===== config.mk =====
export PLATFORM = sky130hd
export DESIGN_NAME = aes_block_sequencer
export DESIGN_NICKNAME = d
export VERILOG_FILES = /design/src/rtl/aes_block_sequencer.sv
export SDC_FILE = /design/constraint.sdc
export NUM_CORES = 1
export LEC_CHECK = 0
export BUFFER_PORTS_ARGS = -buffer_cell sky130_fd_sc_hd__buf_2
export CAP_MARGIN = 10
export CORE_MARGIN = 2
export CORE_UTILIZATION = 45
export DETAILED_ROUTE_END_ITERATION = 7
export PLACE_DENSITY = 0.8
export RECOVER_POWER = 50
export SYNTH_ARGS = -nofsm -noshare
export SYNTH_HDL_FRONTEND = slang
export SYNTH_SLANG_ARGS = --single-unit

===== constraint.sdc =====
create_clock -name clk -period 3.3 [get_ports clk]
set_input_delay 0.825 -clock clk [delete_from_list [all_inputs] [get_ports clk]]
set_output_delay 0.825 -clock clk [all_outputs]
set_load 0.02 [all_outputs]

===== src/rtl/aes_block_sequencer.sv =====
`default_nettype none
// ============================================================================
// Module      : aes_block_sequencer
// Description : Streams data through the AES core one 128-bit block at a
//               time. Collects 16 bytes from the receive FIFO, starts the
//               core with a per-block latched mode, waits for the result and
//               drains 16 result bytes into the transmit FIFO.
//
// Ports
//   clk            system clock, rising edge
//   reset          synchronous active-high reset (priority over abort)
//   key_ready      round keys available; only looked at in IDLE
//   mode_enc       1 = encrypt, 0 = decrypt; latched when a block starts
//   abort          synchronous flush of the block in flight
//   rx_empty       receive FIFO empty
//   rx_data        receive FIFO head byte (first-word fall-through)
//   rx_deq         pop receive FIFO
//   aes_ready      core can accept a block
//   aes_start      one-cycle start pulse to the core
//   aes_encrypt    latched mode presented to the core
//   aes_block_in   assembled block presented to the core
//   aes_done       one-cycle result-valid pulse from the core
//   aes_block_out  core result, valid with aes_done
//   tx_full        transmit FIFO full
//   tx_enq         push tx_data
//   tx_data        byte to the transmit FIFO
//   busy           high in any state except IDLE
//   blocks_done    completed-block count (wraps)
//   status         {UNLOAD, START|WAIT, LOAD, IDLE} one-hot
//
// Revision    : 1.0  initial release
// ============================================================================
module aes_block_sequencer #(
    parameter int BLOCK_BYTES = 16,
    parameter int CNT_W       = 16
) (
    input  logic             clk,
    input  logic             reset,
    input  logic             key_ready,
    input  logic             mode_enc,
    input  logic             abort,
    input  logic             rx_empty,
    input  logic [7:0]       rx_data,
    output logic             rx_deq,
    input  logic             aes_ready,
    output logic             aes_start,
    output logic             aes_encrypt,
    output logic [127:0]     aes_block_in,
    input  logic             aes_done,
    input  logic [127:0]     aes_block_out,
    input  logic             tx_full,
    output logic             tx_enq,
    output logic [7:0]       tx_data,
    output logic             busy,
    output logic [CNT_W-1:0] blocks_done,
    output logic [3:0]       status
);

    // The byte index and shift registers are sized for a 128-bit core; any
    // other block size is meaningless here.
    generate
        if (BLOCK_BYTES != 16) begin : g_block_bytes_check
            $error("aes_block_sequencer: BLOCK_BYTES must be 16");
        end
    endgenerate

    localparam logic [2:0] c_st_idle   = 3'd0;
    localparam logic [2:0] c_st_load   = 3'd1;
    localparam logic [2:0] c_st_start  = 3'd2;
    localparam logic [2:0] c_st_wait   = 3'd3;
    localparam logic [2:0] c_st_unload = 3'd4;

    localparam logic [3:0] c_last_idx = 4'd15;

    // ------------------------------------------------------------------
    // Registered state
    // ------------------------------------------------------------------
    logic [2:0]       r_state;
    logic [3:0]       r_idx;
    logic [127:0]     r_in_sr;
    logic [127:0]     r_out_sr;
    logic             r_mode;
    logic [CNT_W-1:0] r_blocks_done;

    // ------------------------------------------------------------------
    // Next-state values and strobes
    // ------------------------------------------------------------------
    logic [2:0]       w_state_nxt;
    logic [3:0]       w_idx_nxt;
    logic [127:0]     w_in_sr_nxt;
    logic [127:0]     w_out_sr_nxt;
    logic             w_mode_nxt;
    logic [CNT_W-1:0] w_blocks_done_nxt;
    logic             w_rx_deq;
    logic             w_aes_start;
    logic             w_tx_enq;

    always_ff @(posedge clk) begin
        if (reset) begin
            r_state       <= c_st_idle;
            r_idx         <= 4'd0;
            r_in_sr       <= 128'd0;
            r_out_sr      <= 128'd0;
            r_mode        <= 1'b0;
            r_blocks_done <= '0;
        end else begin
            r_state       <= w_state_nxt;
            r_idx         <= w_idx_nxt;
            r_in_sr       <= w_in_sr_nxt;
            r_out_sr      <= w_out_sr_nxt;
            r_mode        <= w_mode_nxt;
            r_blocks_done <= w_blocks_done_nxt;
        end
    end

    always_comb begin
        w_state_nxt       = r_state;
        w_idx_nxt         = r_idx;
        w_in_sr_nxt       = r_in_sr;
        w_out_sr_nxt      = r_out_sr;
        w_mode_nxt        = r_mode;
        w_blocks_done_nxt = r_blocks_done;
        w_rx_deq          = 1'b0;
        w_aes_start       = 1'b0;
        w_tx_enq          = 1'b0;

        if (abort) begin
            // Flush: no strobes this cycle, block contents are abandoned and
            // the completed count is left alone. A late aes_done lands in
            // IDLE and is ignored there.
            w_state_nxt = c_st_idle;
            w_idx_nxt   = 4'd0;
        end else begin
            case (r_state)
                c_st_idle: begin
                    if (key_ready && !rx_empty) begin
                        w_state_nxt = c_st_load;
                        w_mode_nxt  = mode_enc;
                        w_idx_nxt   = 4'd0;
                    end
                end

                c_st_load: begin
                    if (!rx_empty) begin
                        w_rx_deq = 1'b1;
                        // First byte ends up in the top byte of the block.
                        w_in_sr_nxt = {r_in_sr[119:0], rx_data};
                        w_idx_nxt   = r_idx + 4'd1;
                        if (r_idx == c_last_idx) begin
                            w_state_nxt = c_st_start;
                        end
                    end
                end

                c_st_start: begin
                    if (aes_ready) begin
                        w_aes_start = 1'b1;
                        w_state_nxt = c_st_wait;
                    end
                end

                c_st_wait: begin
                    if (aes_done) begin
                        w_out_sr_nxt = aes_block_out;
                        w_idx_nxt    = 4'd0;
                        w_state_nxt  = c_st_unload;
                    end
                end

                c_st_unload: begin
                    if (!tx_full) begin
                        w_tx_enq     = 1'b1;
                        w_out_sr_nxt = {r_out_sr[119:0], 8'h00};
                        w_idx_nxt    = r_idx + 4'd1;
                        if (r_idx == c_last_idx) begin
                            w_state_nxt       = c_st_idle;
                            w_blocks_done_nxt = r_blocks_done + CNT_W'(1);
                        end
                    end
                end

                default: begin
                    w_state_nxt = c_st_idle;
                    w_idx_nxt   = 4'd0;
                end
            endcase
        end
    end

    // ------------------------------------------------------------------
    // Outputs
    // ------------------------------------------------------------------
    // The input shift register only moves in LOAD and the mode register only
    // loads on IDLE->LOAD, so both stay stable from START until the next block.
    assign rx_deq       = w_rx_deq;
    assign aes_start    = w_aes_start;
    assign tx_enq       = w_tx_enq;
    assign aes_encrypt  = r_mode;
    assign aes_block_in = r_in_sr;
    assign tx_data      = r_out_sr[127:120];
    assign busy         = (r_state != c_st_idle);
    assign blocks_done  = r_blocks_done;
    assign status       = {(r_state == c_st_unload),
                           (r_state == c_st_start) || (r_state == c_st_wait),
                           (r_state == c_st_load),
                           (r_state == c_st_idle)};

endmodule
`default_nettype wire


Word-level counts from Yosys, hierarchy flattened
Cells that the tools add are included.

Equality and inequality tests: 12. $add $sub $neg: 2. Reduce and logical (&&, ||, !) cells: 13. Bitwise operators: 4. Multiplexer cells: 25.

Operators by type and width (count): $mux 128 (2); $pmux 128 s2 (1); $mux 3 (7); $pmux 4 s5 (1); $add 16x1->16 const B (1); $mux 4 (4); $pmux 3 s5 (1); $mux 1 (9); $ne 2x2->1 const B (4); $reduce_and 4->1 (2); $reduce_and 7->1 (1); $eq 3x2->1 const B (2); $ne 2x1->1 const B (3); $reduce_and 3->1 (2); $reduce_and 5->1 (1); $add 4x1->4 const B (1); $eq 4x4->1 const B (1); $not 1->1 (4); $eq 3x1->1 const B (1); $eq 3x3->1 const B (1); $logic_not 3->1 (1); $reduce_bool 3->1 (1); $reduce_bool 2->1 (1); $reduce_or 2->1 (1); 3 further kinds (3).

Flip-flop bits (word level): 280. Input bits: 145. Word-level logic and storage cells: 62.

Longest topological paths before layout
Gate-level depths: netlist (run 1).

Word-level depth: 4. Mapped depth: 8.

Least setup slack after synthesis (run 1)
No wires, ideal clock.

Kind: input to output. From: in rx_empty. To: out rx_deq. Setup slack: 613 ps. Stages: 4. Arrival time: 1862 ps. Path buffers: 1. Path through: nand2b_1 > or4_1 > inv_1 > clkbuf_1.

Word-level cells in the longest chain between the ends: 3.

RTL lines: from (decl) (line 42) `input logic rx_empty,`; $mux 1 (line 144) `if (!rx_empty) begin`; $mux 1 (line 134) `case (r_state)`; $mux 1 (line 127) `if (abort) begin`; to (decl) (line 44) `output logic rx_deq,`.

Every way passes these cells.

Worst setup path in the final report (run 1)
From: reg r_state[1]. To: out status[3].

Word-level cells in the longest chain between the ends: 1.

RTL lines: from (decl) (line 78) `logic [2:0] r_state;`; from (signal assigned) (line 100) `r_state <= c_st_idle;`; from (signal assigned) (line 107) `r_state <= w_state_nxt;`; $eq 3x3->1 (line 203) `assign status = {(r_state == c_st_unload),`; to (decl) (line 56) `output logic [3:0] status`.

Every way passes these cells.

==> results.toml, run 1 <==
[status]
outcome = "complete, no violations"

[clock_tree]
post-cts-setup-buffer-count = 0
cts.htree.levels = 1
holdBufCountCts = 0
cts_buffers = 28
clkLatencyLatePin_ns = 0.54
clk_pin_slew_ns = 0.06
cts_tree = "done"
cts_buffer_depth = 3
cts_resized = 0
cts_sinks = 280
root_buffer = "clkbuf_16"

[synthesis]
synth_cell_types = 43
yosys_warnings = 0
seq_area_frac_synth_pct = 50.5
syn_nets = 1567
syn_inst = 1420
async_flop_share_pct = 0
synth_edf_count = 0
ys_dominant_reg_cell = "dfxtp_1"
ys_ff_latch = 280
syn_area_um2 = 11100
avgSynthCellArea_um2 = 7.82

[global_route]
grt_usage_pct = 21.9
antenna_found_initial = 2
grt_max_degree = 141
grt_pass1_vias = 9589
grt_pass1_wl_mm = 47.5
grt_remaining_overflow = 0

[setup_path]
slowest_delay_ns = 0.68
worstSetupPathType = "reg2out"
cp_cell_sequence = "or3b_4 -> clkinv_2 -> buf_2"
start_kind = "flop"
required_ns = 2.47
crit_slowest_cell = "dfxtp_1"
reg2reg_slack_ns = 0.27
cp_max_fo = 21
endpoint_kind = "output port"
timing.rr.start = "r_state[0]"
r2r-end = "aes_block_in[116]"
crit_arrival_ns = 2.29
rr_worst_depth = 6

[finish]
final_cell_count_no_fill = 1993
nets = 1793
layout-drive-gt1-share_pct = 13.4
fillers = 2300
area_delta_synth_final_pct = 21.4
final_common_cell = "nand2_1"
design_area_um2 = 13500
multi_input_area_um2 = 4930
regArea_um2 = 5610
final_cell_mix = "nand2_1, dfxtp_1, clkbuf_1"

[sta]
fin_tns_setup_ns = 0
slew_violations = 0
fin_worst_skew_ns = 0.0109
hold_viol_final = 0
rsz0062_at_grt = "no"
fin_crit_sh_pct = 94.3
fmax_mhz = 321
relSlewSlack_pct = 11.5
setup_viol = 0
period_needed_ns = 3.11
tightest_slew_ns = 1.33

[route]
vias_per_cell = 5.36
ant_nets = 0
num_vias = 10700
first_iter_violations = 949
drtPass1Iterations = 5
drcViolationCount = 0
drt-total-wl_mm = 30.3
wl_per_cell_um = 15.2

[floorplan]
die_area_um2 = 25900
rows = 57
coreArea_um2 = 24200
io_pins = 306
die_height_um = 161
fp.dieW_um = 161
start_util_pct = 45.8

[hold_path]
worstHoldEndpoint = "aes_block_in[122]"
holdCritStartpoint = "aes_block_in[122]"
min_path_cells = 2
hold_class = "reg2reg"

[place]
hpwl_mm = 20.3
dp_cells = 1939
gp_congestion = 0.842
port_buffers = 305
place_area_um2 = 12700

[power]
ir_drop_uv = 331
leakagePower_nw = 4.72
powerDensity_nw_per_um2 = 504

[flow_run]
cap_violations = 0
==> Yosys cell counts (2+ instances only) <==
cell | count | area, um2
or3_1 | 9 | 56.3
nor3_1 | 4 | 20.0
o311a_1 | 2 | 20.0
ha_1 | 2 | 25.0
nor2_1 | 141 | 529
or4_1 | 2 | 15.0
and4bb_2 | 2 | 25.0
buf_1 | 5 | 18.8
clkbuf_1 | 91 | 342
nor4_1 | 3 | 18.8
buf_4 | 9 | 67.6
and2_1 | 9 | 56.3
nand3_1 | 10 | 50.1
nand4_1 | 5 | 31.3
dfxtp_1 | 280 | 5610
xnor2_1 | 4 | 35.0
or2_2 | 2 | 12.5
o21ai_0 | 12 | 60.1
and4_1 | 4 | 35.0
nand2b_1 | 3 | 18.8
buf_2 | 21 | 105
mux2i_1 | 10 | 100
xor2_1 | 3 | 26.3
a21oi_1 | 141 | 706
a311oi_1 | 120 | 1050
nand2_1 | 503 | 1890
inv_1 | 7 | 26.3
==> sequential cells by signal, indices dropped and copies added, names as in the netlist <==
signal	flops
aes_block_in	128
aes_encrypt	1
blocks_done	16
r_idx	4
r_out_sr	128
r_state	3
==> area by class of cell <==
type	count	area share, %
flip-flops and latches	280	41.6
multi-input cells	1006	36.6
repair buffers	322	11.7
clock buffers	42	6.27
well taps	324	3.01
clock inverters	10	0.604
inverters	8	0.241
diodes	1	0.0186
==> power breakdown <==
group | internal [mW] | switching, mW | total, mW
Sequential | 3.38 | 0.00294 | 3.38
Combinational | 0.0919 | 0.141 | 0.232
Clock | 1.84 | 1.33 | 3.17
==> stage by stage <==
stage / setup slack, ns / total power, mW / hold WS (ns) / util [%]
after global placement: 0.626 / 3.69 / 0.439 / 52.6
after global routing: 0.0493 / 7.02 / 0.477 / 55.6
after CTS: 0.0138 / 6.85 / 0.455 / 56.4
final: 0.188 / 6.79 / 0.455 / 55.6
after floorplan: 0.613 / 3.56 / 0.454 / -
after detailed placement: 0.594 / 3.69 / 0.445 / 52.6
==> how the worst max path moves through the flow <==
stage | startpoint | to | slack (ns) | cells past startpoint
after CTS | r_state[1] | status[3] | 0.01 | 3
final | r_state[1] | status[3] | 0.19 | 3
after global placement | rx_empty | rx_deq | 0.63 | 5
after floorplan | rx_empty | rx_deq | 0.61 | 4
after detailed placement | r_state[1] | status[3] | 0.59 | 3
after global routing | r_state[1] | status[3] | 0.05 | 3
==> cell families after synthesis <==
logic type               synth area share, %
XOR/XNOR                               0.552
AND/OR/NAND/NOR                         25.4
AO/OA/AOI/OAI                           17.3
buffers and inverters                   5.17
multiplexers                           0.902
flip-flops                              50.5
adder cells (fa/ha/maj)                0.225
==> metal layers <==
metal	vias up	share of wire (%)	GRT usage, %
li1	5258	-	-
met1	4974	42	28.5
met2	395	47	36.8
met3	54	7.6	4.29
met4	2	2.5	6.70
met5	-	0.046	0
==> worst max-delay path: cells and delay by family (launching register included) <==
family	cells	cell delay [ns]
flip-flops	1	0.68
AND/OR/NAND/NOR	1	0.42
buffers and inverters	2	0.65
Note: power is estimated with default switching activity, not from simulation.
==> run 2: changes to the inputs <==
Settings changed: PLACE_DENSITY 0.8 to 0.83.
Clock period 3.3 ns to 2.8 ns, I/O delays scaled along.
==> results.toml, run 2 (synthesized netlist as in run 1, its figures left out) <==
[clock_tree]
post-cts-setup-buffer-count = 0
cts_tree = "done"
cts_sinks = 280
cts_buffers = 28
clkLatencyLatePin_ns = 0.53
cts.htree.levels = 1
clk_pin_slew_ns = 0.06
root_buffer = "clkbuf_16"
cts_buffer_depth = 3

[hold_path]
holdCritStartpoint = "rx_data[7]"
min_path_cells = 3
hold_class = "in2reg"
worstHoldEndpoint = "aes_block_in[7]"

[finish]
final_common_cell = "nand2_1"
design_area_um2 = 13500
nets = 1793
layout-drive-gt1-share_pct = 13.6
area_delta_synth_final_pct = 21.7
fillers = 2309
final_cell_mix = "nand2_1, dfxtp_1, clkbuf_1"
utilization_pct = 55.7
final_cell_count_no_fill = 1996

[route]
num_vias = 10700
ant_nets = 0
wl_per_cell_um = 15.1
vias_per_cell = 5.34
drt-total-wl_mm = 30.2
first_iter_violations = 1015
drtPass1Iterations = 5
drcViolationCount = 0

[sta]
fmax_mhz = 384
setup_ws_ns = 0.198
timing.hold.ws_ns = 0.402
period_needed_ns = 2.60
fin_worst_skew_ns = 0.0133
fin_tns_setup_ns = 0
relSlewSlack_pct = 26.9
fin_crit_sh_pct = 92.9
setup_viol = 0
hold_viol_final = 0
rsz0062_at_grt = "no"
tightest_slew_ns = 1.10
slew_violations = 0

[place]
gp_congestion = 0.852
post-place-ws_ns = 0.270
dp_cells = 1940
port_buffers = 305
place_area_um2 = 12800
hpwl_mm = 20.5

[setup_path]
crit_slowest_cell = "or4_4"
cp_cell_sequence = "nand2b_1 -> or4_4 -> clkinv_2 -> buf_2"
timing.rr.start = "r_state[0]"
reg2reg_slack_ns = 0.25
worstSetupPathType = "reg2out"
required_ns = 2.10
endpoint_kind = "output port"
rr_worst_depth = 6
r2r-end = "aes_block_in[115]"
cp_max_fo = 13
crit_arrival_ns = 1.90
slowest_delay_ns = 0.49
start_kind = "flop"

[power]
ir_drop_uv = 387
leakagePower_nw = 4.75
power_mw = 8.06
powerDensity_nw_per_um2 = 596

[global_route]
antenna_found_initial = 5
grt_remaining_overflow = 0
grt_pass1_vias = 9586
grt_pass1_wl_mm = 47.2
grt_max_degree = 133
grt_usage_pct = 21.9

[floorplan]
rows = 57
die_area_um2 = 25900
start_util_pct = 45.8
io_pins = 306
fp.dieW_um = 161
coreArea_um2 = 24200
die_height_um = 161

[flow_run]
cap_violations = 0

[status]
outcome = "complete, no violations"
-- run 2: how the worst max path moves through the flow --
stage	from	end	cells past startpoint
2_1_floorplan	rx_empty	rx_deq	4
3_3_place_gp	rx_empty	rx_deq	5
3_5_place_dp	rx_empty	rx_deq	5
4_1_cts	r_state[0]	rx_deq	4
5_1_grt	r_state[0]	aes_block_in[115]	6
6_report	r_state[0]	rx_deq	4
-- run 2: what timing repair did --
action | CTS | global route
resized for setup | 0 | 2
setup endpoints to repair | 0 | 2
hold buffers | 0 | 0
-- run 2: layer usage --
metal | up-vias | global-route usage (%) | share of wire, %
li1 | 5257 | - | -
met2 | 402 | 37.0 | 48
met1 | 4941 | 27.4 | 41
met3 | 61 | 4.90 | 7.9
met4 | 2 | 7.95 | 3.1
met5 | - | 0 | 0.023
-- run 2: layout make-up --
type	instances	area [um2]	area share, %
clock buffers	44	882	6.53
repair buffers	323	1580	11.7
diodes	4	10.0	0.0741
flip-flops and latches	280	5610	41.5
well taps	324	405	3.00
clock inverters	8	71.3	0.528
inverters	8	32.5	0.241
multi-input cells	1005	4930	36.5
-- run 2: power breakdown --
| part | leakage (nW) | switching, mW | internal [mW] |
|---|---|---|---|
| clock | 0.474 | 1.55 | 2.25 |
| combinational | 2.02 | 0.166 | 0.109 |
| sequential | 2.26 | 0.00315 | 3.98 |
-- run 2: worst max-delay path: cells and delay by family, from the launching register on --
family	cells	cell delay (ns)
and+or+nand+nor	2	0.61
DFF	1	0.46
buffers and inverters	2	0.29
==> run 3: changes to the inputs <==
Settings changed: PLACE_DENSITY 0.83 to 0.8, REMOVE_ABC_BUFFERS set to 1, SLEW_MARGIN set to 15.
Clock period 2.8 ns to 2.9 ns, I/O delays scaled along.
==> results.toml, run 3 (synthesized netlist as in run 1, its figures left out) <==
[clock_tree]
cts_tree = "done"
cts_buffers = 29
holdBufCountCts = 0
cts_sinks = 280
post-cts-setup-buffer-count = 0
cts_buffer_depth = 3
cts.htree.levels = 1
clk_pin_slew_ns = 0.06
root_buffer = "clkbuf_16"
cts_resized = 0
clkLatencyLatePin_ns = 0.53

[setup_path]
cp_max_fo = 10
worst-path-buf-inv = 2
slowest_delay_ns = 0.54
critical_path_depth = 3
worstSetupPathType = "reg2out"
crit_arrival_ns = 1.95
reg2reg_slack_ns = 0.27
cp_top_family = "simple AND/OR/NAND/NOR gates"
cp_cell_sequence = "or3b_1 -> inv_4 -> buf_2"
crit_slowest_cell = "or3b_1"
rr_worst_depth = 6
start_kind = "flop"
required_ns = 2.17
endpoint_kind = "output port"

[finish]
nets = 1793
final_cell_count_no_fill = 1992
final_common_cell = "nand2_1"
area_delta_synth_final_pct = 21.9
design_area_um2 = 13500
utilization_pct = 55.8
final_cell_mix = "nand2_1, dfxtp_1, clkbuf_1"
layout-drive-gt1-share_pct = 13.5

[power]
powerDensity_nw_per_um2 = 585
power_mw = 7.92
ir_drop_uv = 390
leakagePower_nw = 4.76

[route]
drcViolationCount = 0
first_iter_violations = 890
num_vias = 10400
vias_per_cell = 5.21
drt-total-wl_mm = 28.2
wl_per_cell_um = 14.1
drtPass1Iterations = 5
ant_nets = 0

[global_route]
grt_remaining_overflow = 0
grt_pass1_vias = 9297
antenna_found_initial = 7
grt_use_met1_pct = 26.1
grt_pass1_wl_mm = 44.9
grt_usage_pct = 20.5
grt_max_degree = 130
busiest_layer = "met2"
grt_use_met3_pct = 4.65
grt_use_met2_pct = 33.6

[sta]
fin_crit_sh_pct = 92.4
fin_worst_skew_ns = 0.0119
fmax_mhz = 373
slew_violations = 0
hold_viol_final = 0
period_needed_ns = 2.68
relSlewSlack_pct = 17.3
timing.hold.ws_ns = 0.437
tightest_slew_ns = 1.24
setup_viol = 0
rsz0062_at_grt = "no"
fin_tns_setup_ns = 0
setup_ws_ns = 0.220

[status]
outcome = "complete, no violations"

[flow_run]
cap_violations = 0

[floorplan]
fp.dieW_um = 161
coreArea_um2 = 24200
io_pins = 306
start_util_pct = 45.8
die_height_um = 161
rows = 57
die_area_um2 = 25900

[place]
post-place-ws_ns = 0.243
dp_cells = 1939
gp_congestion = 0.809
place_area_um2 = 12800
hpwl_mm = 18.4
port_buffers = 305

[hold_path]
min_path_cells = 3
hold_class = "in2reg"
run 3: cell count changes in the layout (fill, tap and decap cells not counted), sizes merged:
| cell | change |
|---|---|
| clkinv | +1 |
| diode | -1 |
| bufinv | +3 |
| clkbuf | -11 |
| buf | +1 |
| inv | +1 |
| clkinvlp | +2 |
run 3: layout make-up:
cell class | count | area (um2)
diodes | 3 | 7.51
well taps | 324 | 405
inverters | 8 | 33.8
clock inverters | 15 | 186
repair buffers | 322 | 1580
flip-flops and latches | 280 | 5610
fillers | 2301 | 10700
multi-input cells | 1005 | 4920
clock buffers | 35 | 798
run 3: worst paths after layout:
kind,start,endpoint
setup / recovery,r_state[2],status[3]
hold / removal,rx_data[1],aes_block_in[1]
setup reg to reg,r_state[0],aes_block_in[100]
hold reg to reg,aes_block_in[122],aes_block_in[122]
run 3: report_power, final:
| part | internal, mW | total (mW) | leakage [nW] | switching [mW] |
|---|---|---|---|---|
| sequential | 3.85 | 3.85 | 2.25 | 0.00292 |
| clock | 2.30 | 3.81 | 0.483 | 1.51 |
| combinational | 0.108 | 0.260 | 2.02 | 0.152 |
| total | 6.26 | 7.92 | 4.76 | 1.66 |
run 3: layer usage:
metal	wire [um]	share of wire [%]	vias to the layer above
met3	2000	7.1	71
met2	13100	46	333
met4	1020	3.6	6
met1	12000	43	4717
met5	37	0.13	-
li1	-	-	5254
run 3: tightest hold or removal path, cell delays in order:
cell,delay [ns]
buf_2,0.10
nand2_1,0.04
a21oi_1,0.05
